## src/rtl/mailbox_fifo.sv

```systemverilog
// mailbox_fifo
// Register-mapped FIFO mailbox. The host pushes words by writing DATA and pops
// them by reading DATA. Occupancy and sticky overflow/underflow flags appear in
// STATUS, and a registered level interrupt is raised on programmable conditions.
//
// Ports
//   clk             system clock, rising edge
//   reset           asynchronous, active-high reset
//   reg_read        read strobe, one cycle per access
//   reg_write       write strobe, one cycle per access
//   reg_address     word address: 0 DATA, 1 CONFIG, 2 STATUS, 3 reserved
//   reg_data_in     write data
//   reg_read_valid  one-cycle read-data qualifier
//   reg_data_out    read data, zero whenever reg_read_valid is low
//   irq             registered level interrupt
//
// Register map
//   CONFIG: [0] EN, [1] IE_NEMPTY, [2] IE_THRESH, [3] IE_ERR,
//           [4] FLUSH (write-only, self-clearing), [16:8] THRESH
//   STATUS: [8:0] count, [9] EMPTY, [10] FULL, [11] OVF (W1C), [12] UDF (W1C)

module mailbox_fifo #(
    parameter int DEPTH      = 16,
    parameter int DATA_WIDTH = 32
) (
    input  logic        clk,
    input  logic        reset,
    input  logic        reg_read,
    input  logic        reg_write,
    input  logic [1:0]  reg_address,
    input  logic [31:0] reg_data_in,
    output logic        reg_read_valid,
    output logic [31:0] reg_data_out,
    output logic        irq
);

    localparam int PTR_W = $clog2(DEPTH);
    localparam int CNT_W = PTR_W + 1;

    localparam logic [1:0] ADDR_DATA   = 2'd0;
    localparam logic [1:0] ADDR_CONFIG = 2'd1;
    localparam logic [1:0] ADDR_STATUS = 2'd2;

    // Storage and pointers
    logic [DATA_WIDTH-1:0] mem [DEPTH];
    logic [PTR_W-1:0]      wr_ptr;
    logic [PTR_W-1:0]      rd_ptr;
    logic [CNT_W-1:0]      count;

    // Configuration and sticky flags
    logic       cfg_en;
    logic       cfg_ie_nempty;
    logic       cfg_ie_thresh;
    logic       cfg_ie_err;
    logic [8:0] cfg_thresh;
    logic       ovf;
    logic       udf;

    // Two-stage read return: stage 1 captures the word at the sampling edge,
    // stage 2 presents it on the bus one edge later.
    logic        rd_pend;
    logic [31:0] rd_hold;

    // Bus decode; a read wins over a simultaneous write.
    logic do_read;
    logic do_write;
    logic data_rd;
    logic data_wr;
    logic cfg_wr;
    logic stat_wr;

    logic empty;
    logic full;
    logic push;
    logic pop;
    logic ovf_set;
    logic udf_set;
    logic flush;

    logic [31:0] config_word;
    logic [31:0] status_word;
    logic [31:0] rd_word;
    logic        irq_next;

    logic unused_data_in;

    assign do_read  = reg_read;
    assign do_write = reg_write & ~reg_read;

    assign data_rd = do_read  & (reg_address == ADDR_DATA);
    assign data_wr = do_write & (reg_address == ADDR_DATA);
    assign cfg_wr  = do_write & (reg_address == ADDR_CONFIG);
    assign stat_wr = do_write & (reg_address == ADDR_STATUS);

    assign empty = (count == '0);
    assign full  = (count == CNT_W'(DEPTH));

    assign push    = data_wr & cfg_en & ~full;
    assign ovf_set = data_wr & cfg_en &  full;
    assign pop     = data_rd & cfg_en & ~empty;
    assign udf_set = data_rd & cfg_en &  empty;
    assign flush   = cfg_wr & reg_data_in[4];

    // Bits that only matter for narrower DATA_WIDTH or are reserved in CONFIG.
    assign unused_data_in = ^{reg_data_in[31:17], reg_data_in[7:5]};

    assign config_word = {15'b0, cfg_thresh, 4'b0,
                          cfg_ie_err, cfg_ie_thresh, cfg_ie_nempty, cfg_en};

    assign status_word = {19'b0, udf, ovf, full, empty, 9'(count)};

    // Read data is formed from the pre-edge state, so the pop or UDF caused by
    // this same read never shows up in the value returned.
    always_comb begin
        rd_word = 32'b0;
        case (reg_address)
            ADDR_DATA: begin
                if (cfg_en && !empty) begin
                    rd_word = 32'(mem[rd_ptr]);
                end
            end
            ADDR_CONFIG: rd_word = config_word;
            ADDR_STATUS: rd_word = status_word;
            default:     rd_word = 32'b0;
        endcase
    end

    // irq is registered from the current state, so it trails the causing
    // state change by exactly one edge.
    assign irq_next = (cfg_ie_nempty & ~empty) |
                      (cfg_ie_thresh & (9'(count) >= cfg_thresh)) |
                      (cfg_ie_err & (ovf | udf));

    // FIFO array carries no reset; flush only moves the pointers.
    always_ff @(posedge clk) begin
        if (push) begin
            mem[wr_ptr] <= reg_data_in[DATA_WIDTH-1:0];
        end
    end

    always_ff @(posedge clk or posedge reset) begin
        if (reset) begin
            wr_ptr <= '0;
            rd_ptr <= '0;
            count  <= '0;
        end else if (flush) begin
            wr_ptr <= '0;
            rd_ptr <= '0;
            count  <= '0;
        end else begin
            if (push) begin
                wr_ptr <= wr_ptr + PTR_W'(1);
                count  <= count + CNT_W'(1);
            end
            if (pop) begin
                rd_ptr <= rd_ptr + PTR_W'(1);
                count  <= count - CNT_W'(1);
            end
        end
    end

    always_ff @(posedge clk or posedge reset) begin
        if (reset) begin
            cfg_en        <= 1'b0;
            cfg_ie_nempty <= 1'b0;
            cfg_ie_thresh <= 1'b0;
            cfg_ie_err    <= 1'b0;
            cfg_thresh    <= 9'b0;
        end else if (cfg_wr) begin
            cfg_en        <= reg_data_in[0];
            cfg_ie_nempty <= reg_data_in[1];
            cfg_ie_thresh <= reg_data_in[2];
            cfg_ie_err    <= reg_data_in[3];
            cfg_thresh    <= reg_data_in[16:8];
        end
    end

    // Sticky flags: a set event in the same cycle beats a W1C clear.
    always_ff @(posedge clk or posedge reset) begin
        if (reset) begin
            ovf <= 1'b0;
            udf <= 1'b0;
        end else begin
            if (ovf_set) begin
                ovf <= 1'b1;
            end else if (stat_wr && reg_data_in[11]) begin
                ovf <= 1'b0;
            end
            if (udf_set) begin
                udf <= 1'b1;
            end else if (stat_wr && reg_data_in[12]) begin
                udf <= 1'b0;
            end
        end
    end

    always_ff @(posedge clk or posedge reset) begin
        if (reset) begin
            rd_pend        <= 1'b0;
            rd_hold        <= 32'b0;
            reg_read_valid <= 1'b0;
            reg_data_out   <= 32'b0;
        end else begin
            rd_pend        <= do_read;
            rd_hold        <= do_read ? rd_word : 32'b0;
            reg_read_valid <= rd_pend;
            reg_data_out   <= rd_pend ? rd_hold : 32'b0;
        end
    end

    always_ff @(posedge clk or posedge reset) begin
        if (reset) begin
            irq <= 1'b0;
        end else begin
            irq <= irq_next;
        end
    end

endmodule
```

## config.mk

```make
export PLATFORM = sky130hd
export DESIGN_NAME = mailbox_fifo
export DESIGN_NICKNAME = d
export VERILOG_FILES = /design/src/rtl/mailbox_fifo.sv
export SDC_FILE = /design/constraint.sdc
export NUM_CORES = 1
export LEC_CHECK = 0
export CORE_AREA = 2 2 369 261
export DETAILED_ROUTE_END_ITERATION = 7
export DIE_AREA = 0 0 371 263
export SETUP_SLACK_MARGIN = 0.2
export SLEW_MARGIN = 30
export SYNTH_ARGS = -nofsm -noshare
export SYNTH_HDL_FRONTEND = slang
export SYNTH_SLANG_ARGS = --single-unit
export TNS_END_PERCENT = 100
```

## constraint.sdc

```tcl
create_clock -name clk -period 4.5 [get_ports clk]
set_input_delay 0.9 -clock clk [delete_from_list [all_inputs] [get_ports clk]]
set_output_delay 0.9 -clock clk [all_outputs]
set_load 0.03 [all_outputs]
```

== Word-level counts from Yosys, hierarchy flattened ==
Memory sizes are Yosys's and may differ from the RTL's.
Cells that the tools add are included.
Operators by class
  add/subtract/negate cells: 4
  $lt $le $gt $ge: 1
  equality and inequality tests: 3
  muxes and demuxes: 17
  bitwise operators: 21
  reduce and logical (&&, ||, !) cells: 11
Operators by type and width (number)
  32-bit two-way mux: 3
  32-bit case mux with 3 select lines: 1
  4-bit two-way mux: 4
  1-bit bitwise AND: 15
  5-bit two-way mux: 3
  5-bit by 9-bit greater-or-equal comparator with 1-bit output: 1
  4-bit by 1-bit adder with 4-bit output (second input constant): 2
  2-bit nonzero test: 4
  1-bit two-way mux: 6
  5-bit by 1-bit adder with 5-bit output (second input constant): 1
  5-bit == test (second input constant): 1
  5-bit logical NOT: 1
  5-bit by 1-bit subtractor with 5-bit output (second input constant): 1
  1-bit logical AND: 3
  1-bit NOT: 3
  1-bit bitwise OR: 3
  3-bit nonzero test: 1
  2-bit by 1-bit == test with 1-bit output (second input constant): 1
  2-bit == test (second input constant): 1
  2-bit logical NOT: 1
  1-bit logical NOT: 1
Word-level totals
  register bits: 95
  RAM bits: 512
  input bits: 38
  output and inout port bits: 34
  logic and storage cells: 73
  memories: 1
Memory list
  mem: depth 16, width 32, rd ports 1, clocked after memory_dff 0, write ports 1, line 45  | logic [DATA_WIDTH-1:0] mem [DEPTH];

== Depth between registers and ports, before layout ==
Gate-level depths: netlist (run 1).
  depth in word-level cells: 8
  mapped depth: 10
  gate-level depth less buffers: 8

== Worst setup path after synthesis (run 1) ==
Ideal clock, no wire load.
  path kind: input to register
  from: input port reg_address[1]
  to: memory mem[3][0], enable pin
  data arrival time: 4.643 ns
  required time: 3.999 ns
  setup slack: -0.644 ns
  cell stages on the path: 4
  cell sequence: nor3b_1 -> o211ai_2 -> buf_2 -> nor4_1
On the way
  word-level cells in the longest chain between the ends: 6
RTL lines
  from (decl): line 30  | input logic [1:0] reg_address,
  2-bit logical NOT: line 91  | assign data_wr = do_write & (reg_address == ADDR_DATA);
  1-bit bitwise AND: line 91
  1-bit bitwise AND (2 in series): line 98  | assign push = data_wr & cfg_en & ~full;
  1-bit two-way mux: line 136  | if (push) begin
  1-bit two-way mux (not written as such): line 137  | mem[wr_ptr] <= reg_data_in[DATA_WIDTH-1:0];
  to (decl): line 45
No other way between the ends.

== Final worst setup path (run 1) ==
  from: input port reg_read
  to: memory mem[6][30], enable pin
On the way
  word-level cells in the longest chain between the ends: 7
RTL lines
  from (decl): line 28  | input logic reg_read,
  1-bit NOT: line 88  | assign do_write = reg_write & ~reg_read;
  1-bit bitwise AND: line 88
  1-bit bitwise AND: line 91
  1-bit bitwise AND (2 in series): line 98
  1-bit two-way mux: line 136
  1-bit two-way mux (not written as such): line 137
No other way between the ends.

==> flow_summary.ini, run 1 <==
[status]
status = finished, violations left
failed_checks = DRC

[synthesis]
synth-main-ff-cell = edfxtp_1
synth_edf_count = 512
synth_cells = 1114
synthesis.area_mm2 = 0.0233
yosysUniqueCellTypes = 51
syn_area_per_cell_um2 = 20.9
ys_seq_area_share_pct = 76.1
ys_async_sr_fraction_pct = 15.7
syn-num-nets = 1163
ys.warnings.count = 0
synth_seq_cells = 607

[sta]
whs_ns = 0.452
setup_tns_ns = 0
skew_ns = 0.0270
fmax_mhz = 289
fin_crit_ns = 3.46
fin_crit_sh_pct = 76.9
hold_viol_final = 0
setup_slack_ns = 1.04
rsz0062_at_grt = false
drv_slew = 0
setup_viol = 0
relSlewSlack_pct = 37.0
tightest_slew_ns = 0.942

[cts]
post_cts_buffers = 0
root_buffer = clkbuf_16
clk_pin_slew_ns = 0.07
cts_tree = yes
cts-resized-gates = 0
hold_buffers = 0
cts.sinks = 607
cts_buffers = 55
clock_path_buffers = 3
htree_levels = 2
clock_latency_ns = 0.61

[critical_path]
criticalPathCategory = input pin to flip-flop
setup.worst_path.end_class = flip-flop
cp_cell_sequence = clkdlybuf4s50_1 > nor3b_1 > o211ai_2 > nor3b_1 > and2_2 > buf_12
cp_common_cell = nor3b_1
cp_data_required_time_ns = 4.79
r2r_start = count[4]$_DFFE_PP0P_
critPathLaunchType = input pin
cpPeakStageDelay_ns = 0.69
path_depth = 6
rrSetupSlack_ns = 1.52
path_max_fanout = 19
cp_slowest_cell = clkdlybuf4s50_1
reg2reg_to = mem[6][30]$_DFFE_PP_
crit_buf_inv = 2
reg2reg_depth = 5
crit_arrival_ns = 3.75
crit_start = reg_read
cpLargestDelayFamily = simple AND/OR/NAND/NOR gates
critPathCapture = mem[6][30]$_DFFE_PP_

[detailed_routing]
drt_pass1_iterations = 7
dr.first_iter.drc_count = 1103
via_count = 11200
wirelength_mm = 54.4
wl_per_cell_um = 21.6
antenna_left = 0
post-route-drc-count = 2
vias_per_cell = 4.45

[die]
coreArea_mm2 = 0.0937
die_area_mm2 = 0.0976
start_util_pct = 24.9
die_w_um = 371
die_h_um = 263
io_pins = 72
num_rows = 94

[finish]
fillers = 9079
stdcell_area_mm2 = 0.0274
seqCellArea_mm2 = 0.0178
final_nets = 1269
area_growth_pct = 17.5
post_layout_nonfiller_instances = 2516
multi_input_area_mm2 = 0.00524
drive_above_1_share_pct = 22.7

[placement]
place.detailed.hpwl_mm = 34.3
place_inst = 2411
place_congestion = 0.784
port_buffers = 71
postPlaceCellArea_mm2 = 0.0258
place_ws_ns = 0.482

[worst_hold_path]
min_path_type = flip-flop to flip-flop

[flow_run]
max_cap_violations = 0

[grt]
grt_max_degree = 65
track_usage_pct = 11.1
gr-total-overflow = 0
grt_pass1_wl_mm = 80.4
antenna_found_initial = 5
grt_pass1_vias = 11600

[pwr]
power_density_mw_per_mm2 = 493
p_leak_nw = 8.74
ir_drop_uv = 366
[registers in the layout, indices dropped and copies added, names as in the netlist]
name / count
mem: 512
rd_hold: 32
reg_data_out: 32
cfg_thresh: 9
count: 5
rd_ptr: 4
wr_ptr: 4
cfg_en: 1
cfg_ie_err: 1
cfg_ie_nempty: 1
cfg_ie_thresh: 1
irq: 1
ovf: 1
rd_pend: 1
reg_read_valid: 1
udf: 1
[routing by layer]
metal	GRT usage (%)	wire length (um)
met5	0	21
met4	2.72	863
met3	2.07	3240
met2	16.6	24600
met1	16.5	25700
[final cells by class]
cell class / instances / area share (%)
multi-input cells: 432 / 19.1
inverters: 12 / 0.182
diodes: 1 / 0.00912
clock buffers: 77 / 5.43
flip-flops and latches: 607 / 64.8
well taps: 1248 / 5.69
repair buffers: 112 / 4.22
clock inverters: 27 / 0.602
[per-stage QoR]
stage	util [%]	power [mW]
after floorplan	-	8.50
after CTS	29.3	13.7
final	29.3	13.5
after global placement	27.5	9.28
after global routing	29.3	14.1
after detailed placement	27.5	9.29
[placed cells by master (no fill, tap or decap), types with 9 or more instances in the layout]
cell type,synthesis,layout
and2_1,49,34
clkbuf_16,0,56
edfxtp_1,512,512
clkbuf_1,22,20
nor2b_1,22,22
clkdlybuf4s50_1,0,71
buf_12,0,11
mux2_2,9,9
a211oi_1,37,37
and2_2,0,15
a21oi_1,10,10
clkinv_2,0,10
dfrtp_1,95,92
mux4_2,128,128
mux2i_1,48,48
nand2_1,19,19
buf_4,18,30
o21ai_0,12,12
ha_1,11,11
inv_1,12,11
[power breakdown]
part	internal (mW)	switching [mW]	total, mW
registers	6.23	0.378	6.61
clock network	2.33	2.05	4.38
logic	1.30	1.24	2.53
total	9.86	3.67	13.5
[kinds of logic (layout without fill, tap and decap cells)]
logic type / count (synthesis) / after routing / share of synthesized area [%]
adder cells (fa/ha/maj): 11 / 11 / 0.590
buffers and inverters: 75 / 228 / 1.72
AND/OR/NAND/NOR: 128 / 128 / 3.25
other: 0 / 1 / 0
flip-flops: 607 / 607 / 76.1
XOR/XNOR: 6 / 6 / 0.225
AO/OA/AOI/OAI: 102 / 102 / 3.30
multiplexers: 185 / 185 / 14.8
[worst register-to-register path, cell delays in order (launching register included)]
cell	delay (ns)
dfrtp_1	0.76
or4b_4	0.57
o211ai_2	0.53
nor3b_1	0.18
and2_2	0.40
buf_12	0.26
[synthesized netlist by cell type, types with 6 or more instances]
cell type | number | area share (%)
nor2b_1 | 22 | 0.59
buf_2 | 17 | 0.36
nand3_1 | 7 | 0.15
a21oi_1 | 10 | 0.21
mux2i_1 | 48 | 2.1
o21ai_0 | 12 | 0.26
nor2_1 | 8 | 0.13
dfrtp_1 | 95 | 10
and2_1 | 49 | 1.3
inv_1 | 12 | 0.19
mux2_2 | 9 | 0.43
clkbuf_1 | 22 | 0.35
edfxtp_1 | 512 | 66
o22ai_1 | 7 | 0.19
a211oi_1 | 37 | 1.2
buf_4 | 18 | 0.58
nand2_1 | 19 | 0.31
ha_1 | 11 | 0.59
o221ai_1 | 8 | 0.30
mux4_2 | 128 | 12
a22o_1 | 6 | 0.23
[how the worst min path moves through the flow]
stage	start	to	cells past startpoint
after global placement	rd_hold[24]$_DFF_PP0_	reg_data_out[24]$_DFF_PP0_	1
after floorplan	rd_pend$_DFF_PP0_	reg_read_valid$_DFF_PP0_	0
after global routing	rd_hold[30]$_DFF_PP0_	reg_data_out[30]$_DFF_PP0_	1
after CTS	rd_hold[28]$_DFF_PP0_	reg_data_out[28]$_DFF_PP0_	1
after detailed placement	rd_hold[20]$_DFF_PP0_	reg_data_out[20]$_DFF_PP0_	1
final	rd_hold[28]$_DFF_PP0_	reg_data_out[28]$_DFF_PP0_	1
No activity file was read; power rests on OpenSTA's default activity.
==> run 2: changes to the inputs <==
- clock period: 4.5 -> 3.3 ns (I/O delays scaled with it)
==> run 2 against run 1 <==
The run now ends clean; via count grew 0.30%; design area increased by 1.9%; sequential share of layout area is 1.2 points lower; setup slack worse by 0.23 ns; critical endpoint is now mem[5][28]$_DFFE_PP_; largest power group unchanged.
==> flow_summary.ini, run 2 (synthesis gave the netlist of run 1 again) <==
[finish]
largest_register = mem
largest_reg_flops = 512
post_layout_nonfiller_instances = 2545
fillers = 9058
area_growth_pct = 19.7
drive_above_1_share_pct = 24.9
most-common-layout-cells = edfxtp_1 (512), mux4_2 (128), dfrtp_1 (92)
top_regs = mem: 512 flops, rd_hold: 32 flops, reg_data_out: 32 flops
final_nets = 1300
stdcell_area_mm2 = 0.0279
final_common_cell = edfxtp_1
seqCellArea_mm2 = 0.0178
multi_input_area_mm2 = 0.00524
utilization_pct = 29.8

[sta]
whs_ns = 0.409
drv_slew = 0
rsz0062_at_grt = false
fin_crit_ns = 2.49
hold_viol_final = 0
setup_slack_ns = 0.813
setup_tns_ns = 0
fmax_mhz = 402
relSlewSlack_pct = 43.6
skew_ns = 0.0244
tightest_slew_ns = 0.844
fin_crit_sh_pct = 75.4
setup_viol = 0

[detailed_routing]
wl_per_cell_um = 20.8
via_count = 11200
vias_per_cell = 4.41
wirelength_mm = 52.9
drt_pass1_iterations = 5
post-route-drc-count = 0
dr.first_iter.drc_count = 1149
antenna_left = 0

[critical_path]
crit_arrival_ns = 2.83
criticalPathCategory = flip-flop to flip-flop
cp_common_cell = buf_4
cp_data_required_time_ns = 3.64
rrSetupSlack_ns = 0.81
path_max_fanout = 16
cpPeakStageDelay_ns = 0.58
critPathLaunchType = flip-flop
cp_slowest_cell = or4b_4
cp_cell_sequence = buf_4 > or4b_4 > o211ai_2 > nor3b_1 > buf_4 > and2_2 > buf_12
setup.worst_path.end_class = flip-flop

[placement]
postPlaceCellArea_mm2 = 0.0263
place.detailed.hpwl_mm = 33.7
place_congestion = 0.775
port_buffers = 71
place_inst = 2444
place_ws_ns = 0.238

[grt]
antenna_found_initial = 5
grt_pass1_vias = 11500
grtUsageMet2_pct = 17.1
grt_pass1_wl_mm = 78.5
grt-busiest-layer = met2
grt_use_met3_pct = 2.23
grt_max_degree = 83
track_usage_pct = 10.8
gr-total-overflow = 0
grtUsageMet1_pct = 15.2

[die]
coreArea_mm2 = 0.0937
die_w_um = 371
num_rows = 94
die_h_um = 263
start_util_pct = 24.9
io_pins = 72
die_area_mm2 = 0.0976

[cts]
cts_buffers = 53
clock_path_buffers = 3
post_cts_buffers = 0
cts-resized-gates = 0
hold_buffers = 0
root_buffer = clkbuf_16
cts.sinks = 607
clock_latency_ns = 0.60
cts_tree = yes
clk_pin_slew_ns = 0.07
htree_levels = 2

[pwr]
ir_drop_uv = 376
finalPower_mw = 18.5
p_leak_nw = 8.99
power_density_mw_per_mm2 = 662

[flow_run]
max_cap_violations = 0

[worst_hold_path]
min_path_type = input pin to asynchronous set/reset pin

[status]
status = complete, no violations
run 2: changes by cell type in the layout (fill, tap and decap cells not counted), sizes merged:
| cell | before | now |
|---|---|---|
| buf | 41 | 74 |
| bufinv | 0 | 2 |
| clkbuf | 77 | 62 |
| clkinv | 21 | 31 |
| clkinvlp | 5 | 4 |
run 2: where the power goes:
| part | internal (mW) | switching (mW) | leakage, nW | total (mW) |
|---|---|---|---|---|
| logic | 1.87 | 1.93 | 2.31 | 3.80 |
| registers | 8.50 | 0.208 | 5.87 | 8.71 |
| clock network | 3.21 | 2.78 | 0.813 | 5.99 |
| total | 13.6 | 4.92 | 8.99 | 18.5 |
run 2: worst paths after layout:
| check | startpoint | to | cells past startpoint |
|---|---|---|---|
| hold reg to reg | rd_hold[25]$_DFF_PP0_ | reg_data_out[25]$_DFF_PP0_ | 1 |
| max in group asynchronous | reset | reg_data_out[27]$_DFF_PP0_ | 3 |
| setup reg to reg | count[1]$_DFFE_PP0P_ | mem[5][28]$_DFFE_PP_ | 7 |
| hold / removal | reset | reg_data_out[8]$_DFF_PP0_ | 2 |
| setup / recovery | count[1]$_DFFE_PP0P_ | mem[5][28]$_DFFE_PP_ | 7 |
| min in group clk | rd_hold[25]$_DFF_PP0_ | reg_data_out[25]$_DFF_PP0_ | 1 |
run 2: final cells by class:
cell class              instances  share of cell area [%]
flip-flops and latches        607                    63.6
repair buffers                145                    5.97
clock buffers                  62                    5.02
clock inverters                38                   0.896
well taps                    1248                    5.59
multi-input cells             432                    18.8
inverters                      12                   0.175
diodes                          1                 0.00896
run 2: per-layer routing:
metal | vias up | part of all wire, %
li1 | 4841 | -
met1 | 5973 | 45
met2 | 338 | 47
met3 | 68 | 6.6
met4 | 4 | 1.4
met5 | - | 0.047
run 2: critical path: cells and delay by family (launching register included):
family / cells / cell delay [ns]
AND/OR/NAND/NOR: 3 / 0.95
buffers and inverters: 3 / 0.52
flip-flops: 1 / 0.38
AO/OA/AOI/OAI: 1 / 0.37
==> run 3: changes to the inputs <==
- clock period: 3.3 -> 2.3 ns (I/O delays scaled with it)
==> run 3 against run 2 <==
The flow now finishes with violations (DRC, setup timing); die area unchanged; maximum frequency increased by 6.7%; sequential power increased by 42%; via count increased by 7.3%; flip-flop and latch count unchanged; non-clock buffer count increased by 132; clock-buffer cell count decreased by 1; routed wire length increased by 12%; core utilization increased by 2.5 points; largest cell class unchanged; largest power group unchanged.
==> flow_summary.ini, run 3 (synthesis gave the netlist of run 1 again) <==
[cts]
htree_levels = 2
cts_tree = yes
cts.sinks = 607
clk_pin_slew_ns = 0.07
root_buffer = clkbuf_16
cts_buffers = 53
clock_path_buffers = 3
hold_buffers = 0
clock_latency_ns = 0.60

[grt]
gr-total-overflow = 0
antenna_found_initial = 2
grt_pass1_vias = 12100
grt_pass1_wl_mm = 84.1
track_usage_pct = 11.6
grt_max_degree = 96

[finish]
largest_reg_flops = 512
seqCellArea_mm2 = 0.0178
most-common-layout-cells = edfxtp_1 (512), mux4_2 (128), dfrtp_1 (92)
largest_register = mem
area_growth_pct = 29.6
final_common_cell = edfxtp_1
multi_input_area_mm2 = 0.00554
drive_above_1_share_pct = 34.5
final_nets = 1432
top_regs = mem: 512 flops, rd_hold: 32 flops, reg_data_out: 32 flops
fillers = 8828

[pwr]
switching_share_pct = 26.9
internal-power_mw = 20.9
pwr-share-clk_pct = 31.8
power_density_mw_per_mm2 = 945
ir_drop_uv = 653
pwr-share-comb_pct = 24.7
p_sw_mw = 7.69
seqPwrFrac_pct = 43.5
p_leak_nw = 10.2

[sta]
hold_viol_final = 0
relSlewSlack_pct = 44.1
fin_crit_sh_pct = 101
setup_viol = 85
skew_ns = 0.0182
tightest_slew_ns = 0.831
rsz0062_at_grt = true
fmax_mhz = 429
drv_slew = 0
setup_slack_ns = -0.0311
fin_crit_ns = 2.33
whs_ns = 0.387

[critical_path]
cpPeakStageDelay_ns = 0.58
criticalPathCategory = flip-flop to flip-flop
cp_data_required_time_ns = 2.65
cp_common_cell = buf_6
setup.worst_path.end_class = flip-flop
cp_slowest_cell = or4b_4
path_max_fanout = 10
reg2reg_depth = 8
rrSetupSlack_ns = -0.03
crit_arrival_ns = 2.68
cp_cell_sequence = buf_6 > or4b_4 > o211ai_4 > buf_6 > buf_6 > nor3b_4 > and2_4 > buf_12
critPathLaunchType = flip-flop

[worst_hold_path]
min_path_type = input pin to asynchronous set/reset pin

[placement]
place_congestion = 0.778
place.detailed.hpwl_mm = 36.4
port_buffers = 71
place_ws_ns = -0.479

[flow_run]
max_cap_violations = 0

[detailed_routing]
drt_pass1_iterations = 8
wirelength_mm = 59.3
antenna_left = 0
via_count = 12000
post-route-drc-count = 2
dr.first_iter.drc_count = 1284
wl_per_cell_um = 22.1
vias_per_cell = 4.50

[die]
die_w_um = 371
die_h_um = 263
die_area_mm2 = 0.0976
num_rows = 94
coreArea_mm2 = 0.0937
io_pins = 72
start_util_pct = 24.9

[status]
failed_checks = DRC, setup timing
status = finished, violations left
-- run 3: cell count changes in the layout (fill, tap and decap cells not counted), sizes merged --
| cell | before | now |
|---|---|---|
| buf | 74 | 194 |
| clkdlybuf4s50 | 71 | 43 |
| dlygate4sd2 | 0 | 25 |
| clkbuf | 62 | 73 |
| clkinv | 31 | 25 |
| bufinv | 2 | 7 |
| dlymetal6s2s | 0 | 3 |
| diode | 1 | 2 |
| inv | 13 | 14 |
-- run 3: path summary, 6_finish.rpt --
kind | from | end
setup / recovery | count[3]$_DFFE_PP0P_ | mem[10][25]$_DFFE_PP_
hold / removal | reset | reg_data_out[8]$_DFF_PP0_
setup reg to reg | count[3]$_DFFE_PP0P_ | mem[10][25]$_DFFE_PP_
hold reg to reg | rd_hold[26]$_DFF_PP0_ | reg_data_out[26]$_DFF_PP0_
max in group asynchronous | reset | rd_ptr[0]$_DFFE_PP0P_
min in group clk | rd_hold[26]$_DFF_PP0_ | reg_data_out[26]$_DFF_PP0_
-- run 3: layer usage --
layer	track usage, %	share of wire [%]
met1	17.7	47
met3	2.45	7.9
met5	0	0.022
met4	1.81	1.1
met2	17.2	44
-- run 3: cell type report --
cell class	instances	share of cell area, %
Multi-Input combinational cell	432	18.3
Tap cell	1248	5.16
Inverter	12	0.161
Sequential cell	607	58.7
Antenna cell	2	0.0165
Timing Repair Buffer	277	11.8
Clock buffer	61	4.48
Clock inverter	38	1.31
-- run 3: repair_timing --
item | in CTS | in global routing
hold endpoints to repair | 0 | 0
setup buffers | 23 | 13
resized for setup | 101 | 62
endpoints found under the setup margin | 558 | 541
cloned | 16 | 18
pin swaps | 8 | 10
-- run 3: critical path, delay by kind of cell, from the launching register on --
kind	cells	cell delay, ns
simple gates	3	0.88
flops	1	0.39
buf+inv	4	0.52
compound gates	1	0.26
-- run 3: per-stage QoR --
step / power, mW / cell area (um^2) / setup TNS (ns) / util (%) / std cells
3_5_place_dp: 18.9 / 26800 / -199.42 / 28.6 / 2506
6_report: 28.6 / 30200 / -1.12 / 32.3 / 2677
4_1_cts: 28.5 / 29500 / 0 / 31.5 / 2644
3_3_place_gp: 18.9 / 26800 / -184.22 / 28.6 / 2506
2_1_floorplan: 16.7 / 23400 / -8.03 / - / 1114
5_1_grt: 29.7 / 30200 / -6.79 / 32.3 / 2675
-- run 3: power groups by stage --
stage | combinational (mW) | sequential (mW) | clock [mW]
6_report | 7.06 | 12.4 | 9.08
4_1_cts | 6.74 | 12.4 | 9.29
3_5_place_dp | 6.18 | 12.7 | 0
3_3_place_gp | 6.16 | 12.7 | 0
2_1_floorplan | 4.04 | 12.6 | 0
5_1_grt | 7.52 | 12.5 | 9.75
